[config.mk]
export PLATFORM = sky130hd
export DESIGN_NAME = bus_arbiter
export DESIGN_NICKNAME = d
export VERILOG_FILES = /design/src/rtl/bus_arbiter.sv
export SDC_FILE = /design/constraint.sdc
export NUM_CORES = 1
export LEC_CHECK = 0
export ABC_CLOCK_PERIOD_IN_PS = 1300
export CORE_AREA = 5 5 104 106
export DETAILED_ROUTE_END_ITERATION = 12
export DIE_AREA = 0 0 109 111
export DONT_BUFFER_PORTS = 1
export MAX_ROUTING_LAYER = met4
export SLEW_MARGIN = 25
export SYNTH_ARGS = -nofsm -noshare
export SYNTH_HDL_FRONTEND = slang
export SYNTH_SLANG_ARGS = --single-unit
[constraint.sdc]
create_clock -name clk -period 1.3 [get_ports clk]
set_input_delay 0.13 -clock clk [delete_from_list [all_inputs] [get_ports clk]]
set_output_delay 0.13 -clock clk [all_outputs]
set_load 0.01 [all_outputs]
[src/rtl/bus_arbiter.sv]
// Two-master (instruction fetch / data) round-robin arbiter onto one
// Avalon-style memory port, with a read-ownership pipeline for responses.
module bus_arbiter #(
  parameter int unsigned READ_LATENCY = 1
) (
  input  logic        clk,
  input  logic        reset,
  input  logic [31:0] i_address,
  input  logic        i_read,
  output logic        i_waitrequest,
  output logic [31:0] i_readdata,
  output logic        i_readdatavalid,
  input  logic [31:0] d_address,
  input  logic [3:0]  d_byteenable,
  input  logic [31:0] d_writedata,
  input  logic        d_read,
  input  logic        d_write,
  output logic        d_waitrequest,
  output logic [31:0] d_readdata,
  output logic        d_readdatavalid,
  output logic [31:0] m_address,
  output logic [3:0]  m_byteenable,
  output logic [31:0] m_writedata,
  output logic        m_read,
  output logic        m_write,
  input  logic        m_waitrequest,
  input  logic [31:0] m_readdata
);

  typedef enum logic [1:0] {
    IDLE  = 2'd0,
    GNT_I = 2'd1,
    GNT_D = 2'd2
  } state_t;

  state_t r_state;
  state_t w_next;
  logic   r_last_gnt;          // 1: D was granted last
  logic   [READ_LATENCY-1:0] r_vld;
  logic   [READ_LATENCY-1:0] r_own; // 1: response belongs to D
  logic   w_d_req;
  logic   w_acc;
  logic   w_rd_acc;

  assign w_d_req  = d_read | d_write;
  assign w_acc    = (m_read | m_write) & ~m_waitrequest;
  assign w_rd_acc = m_read & ~m_waitrequest;

  // State register and round-robin history
  always_ff @(posedge clk) begin
    if (reset) begin
      r_state    <= IDLE;
      r_last_gnt <= 1'b1;
    end else begin
      r_state <= w_next;
      if (w_acc)
        r_last_gnt <= (r_state == GNT_D);
    end
  end

  // Next-state decision and bus muxing
  always_comb begin
    w_next        = r_state;
    m_address     = '0;
    m_byteenable  = '0;
    m_writedata   = '0;
    m_read        = 1'b0;
    m_write       = 1'b0;
    i_waitrequest = 1'b1;
    d_waitrequest = 1'b1;
    case (r_state)
      IDLE: begin
        if (i_read && w_d_req)
          w_next = r_last_gnt ? GNT_I : GNT_D;
        else if (i_read)
          w_next = GNT_I;
        else if (w_d_req)
          w_next = GNT_D;
        else
          w_next = IDLE;
      end
      GNT_I: begin
        m_address     = i_address;
        m_byteenable  = '1;
        m_read        = i_read;
        i_waitrequest = m_waitrequest;
        if (!i_read)
          w_next = IDLE;
        else if (!m_waitrequest)
          w_next = w_d_req ? GNT_D : IDLE;
      end
      GNT_D: begin
        m_address     = d_address;
        m_byteenable  = d_byteenable;
        m_writedata   = d_writedata;
        m_write       = d_write;
        m_read        = d_read & ~d_write;
        d_waitrequest = m_waitrequest;
        if (!w_d_req)
          w_next = IDLE;
        else if (!m_waitrequest)
          w_next = i_read ? GNT_I : IDLE;
      end
      default: w_next = IDLE;
    endcase
  end

  // Read response ownership pipeline
  always_ff @(posedge clk) begin
    if (reset) begin
      r_vld <= '0;
      r_own <= '0;
    end else begin
      r_vld[0] <= w_rd_acc;
      r_own[0] <= (r_state == GNT_D);
      for (int unsigned k = 1; k < READ_LATENCY; k++) begin
        r_vld[k] <= r_vld[k-1];
        r_own[k] <= r_own[k-1];
      end
    end
  end

  // Gated by reset so a response exiting during reset is dropped.
  assign i_readdatavalid = r_vld[READ_LATENCY-1] & ~r_own[READ_LATENCY-1] & ~reset;
  assign d_readdatavalid = r_vld[READ_LATENCY-1] &  r_own[READ_LATENCY-1] & ~reset;
  assign i_readdata      = m_readdata;
  assign d_readdata      = m_readdata;

endmodule
==> results.toml <==
[status]
status = "finished, violations left"
violations = "setup timing"

[sta]
finalCritPeriodShare_pct = 116.6
slew_headroom_pct = 83.09
holdWs_ns = 0.02167
rsz0062_at_grt = "yes"
setup_violations = 75
slew_viol_final = 0
fin_worst_skew_ns = 0.0004702
tns_ns = -10.47
clock.fmax_ghz = 0.6597
hold_violations = 0
period_needed_ns = 1.516
worstMarginPinSlew_ns = 0.2536
layout_setup_ws_ns = -0.2159

[worst_setup_path]
cp_slowest_cell = "dfxtp_4"
critPathLaunch = "r_state[0]"
crit_required_ns = 1.17
cpPeakStageDelay_ns = 0.37
setup.worst_path.end_class = "output port"
arrival_ns = 1.39
crit_fanout = 13
crit_buf_inv = 2
startpoint_type = "register"
reg2reg_from = "r_state[0]"
crit_chain = "inv_4 -> ha_4 -> clkbuf_16 -> a22oi_2 -> nor2b_4"
crit_family = "flip-flops"
crit_type = "reg2out"

[placed_design]
numPortBuffers = 0
dp.cells = 290
dp_hpwl_um = 5040
post-place-ws_ns = -0.1409
place_congestion = 0.7150

[global_routing]
grtUsageMet3_pct = 2.446
antenna_found_initial = 1
grt_pass1_wl_um = 8238
grt_overflow = 0
first_global_vias = 1305
grtUsageTotal_pct = 8.928
grt_max_degree = 43
gr-usage-met2_pct = 14.70
grt.met1_usage_pct = 9.818
grt.busiest_layer = "met2"

[logic_synthesis]
yosys_warnings = 0
yosysSeqAreaShare_pct = 6.265
ys_top_cells_by_area = "buf_4 31%, a22oi_1 15%, nor2b_1 14%"
synthesis.area_mm2 = 0.001598
synth_fp_nets = 367
yosysTopAreaCell = "buf_4"
synth_top_area_share_pct = 30.54
synth_top_family_by_area = "buffers and inverters"
yosysUniqueCellTypes = 26
synth_fa_ha_area_share_pct = 3.132
synth_xor_area_share_pct = 0
synth_compound_area_share_pct = 21.85
netlist_instances = 225
syn-mean-instance-area_um2 = 7.101
muxShareOfSynthArea_pct = 0.6265
ys_seq_elements = 5
synth-simple-area-share_pct = 32.11

[die]
die_x_um = 109
die_area_mm2 = 0.01210
io_pins = 276
start_util_pct = 16.50
core_mm2 = 0.009684
die_h_um = 111
rows = 36

[routing]
vias = 1367
vias_per_cell = 4.453
initialDrtViolationCount = 50
ant_nets = 0
drtPass1Iterations = 5
drc_errors = 0
drt-total-wl_um = 6747
wl_per_cell_um = 21.98

[power_and_ir_drop]
cellInternalPower_mw = 0.8946
switching_power_mw = 0.5622
power_density_mw_per_mm2 = 770.0
power.leakage_nw = 0.5963
clockPowerShare_pct = 19.8
max-vdd-ir-drop_mv = 0.4918
seq_power_share_pct = 12.4
p_sw_share_pct = 38.59
p_total_mw = 1.457
pwr-share-comb_pct = 67.8

[finish]
final_common_cell = "nor2b_2"
final_cell_mix = "28 x nor2b_2, 25 x a22oi_1, 25 x and2_4"
drive_above_1_share_pct = 60.69
nFillCells = 1101
layout.nets = 316
multi_input_area_mm2 = 0.001211
seq_area_um2 = 107.6
stdcell_count = 307
syn_to_final_growth_pct = 18.40

[hold_path]
min_from = "reset"
hold_path.class = "in2reg"

[clocking]
root_buffer = "clkbuf_8"
clock_latency_ns = 0.22
htree_levels = 1
clock_sinks = 5
cts_inserted_buffers = 3
cts_tree = "done"
cts_buffer_depth = 2
clkTransAtPathRegs_ns = 0.04

[flow_run]
maxCapViolations = 0
==> synth_stat cells <==
master,instances
a21oi_1,5
clkbuf_1,8
ha_1,4
nor2_1,3
a22oi_1,32
a21boi_0,1
buf_2,6
buf_6,1
o21ai_1,1
o32ai_1,2
o21ai_0,1
nand3_1,2
buf_4,65
and3b_1,2
mux2i_1,1
inv_1,3
nor2b_1,37
nor3b_1,3
dfxtp_1,5
o211ai_1,2
and2_1,34
nand2_1,2
o21bai_1,1
clkbuf_2,1
o21a_1,2
o221a_1,1
==> stage by stage <==
step	area, µm²	utilization (%)
floorplan	1679	-
global placement	1413	14.59
detailed placement	1413	14.59
CTS	1703	17.58
global route	1892	19.53
finish	1892	19.53
==> kinds of logic (layout without fill, tap and decap cells) <==
logic type,Yosys count,in the layout
flops,5,5
simple gates,83,83
buf+inv,84,32
mux,1,1
compound gates,48,48
fa+ha+maj,4,4
other cells,0,1
==> cell type report <==
| type | instances | share of cell area (%) |
|---|---|---|
| multi-input combinational | 136 | 64.02 |
| timing repair buffer | 25 | 18.12 |
| tap | 133 | 8.796 |
| sequential | 5 | 5.688 |
| clock buffer | 4 | 2.381 |
| inverter | 3 | 0.8598 |
| antenna | 1 | 0.1323 |
==> final timing paths <==
check	to	slack, ns	depth (start not counted)
worst max register to register	r_state[1]	-0.13	7
worst max-delay path	m_address[19]	-0.22	5
worst min-delay path	r_state[0]	0.02	1
worst min register to register	r_last_gnt	0.55	2
==> state kept, by name, indices dropped and copies added, names as in the netlist <==
register,flops
r_last_gnt,1
r_own,1
r_state,2
r_vld,1
==> power by group through the flow <==
stage / combinational (mW) / sequential [mW] / clock [mW]
finish: 0.988 / 0.180 / 0.288
global route: 1.05 / 0.183 / 0.310
CTS: 0.862 / 0.180 / 0.293
detailed placement: 0.692 / 0.175 / 0
global placement: 0.671 / 0.174 / 0
floorplan: 0.740 / 0.173 / 0
==> routing by layer <==
metal	vias up	wire length, µm
li1	595	-
met3	26	609
met2	100	3402
met4	0	265
met1	646	2469
met5	-	0
==> what timing repair did <==
item / CTS / global route
hold buffers: 2 / 0
resized for setup: 59 / 15
gates cloned: 0 / 5
pin swaps: 2 / 4
setup endpoints to repair: 76 / 75
hold endpoints to repair: 2 / 0
buffers inserted: 2 / 3
No activity file was read; power rests on OpenSTA's default activity.
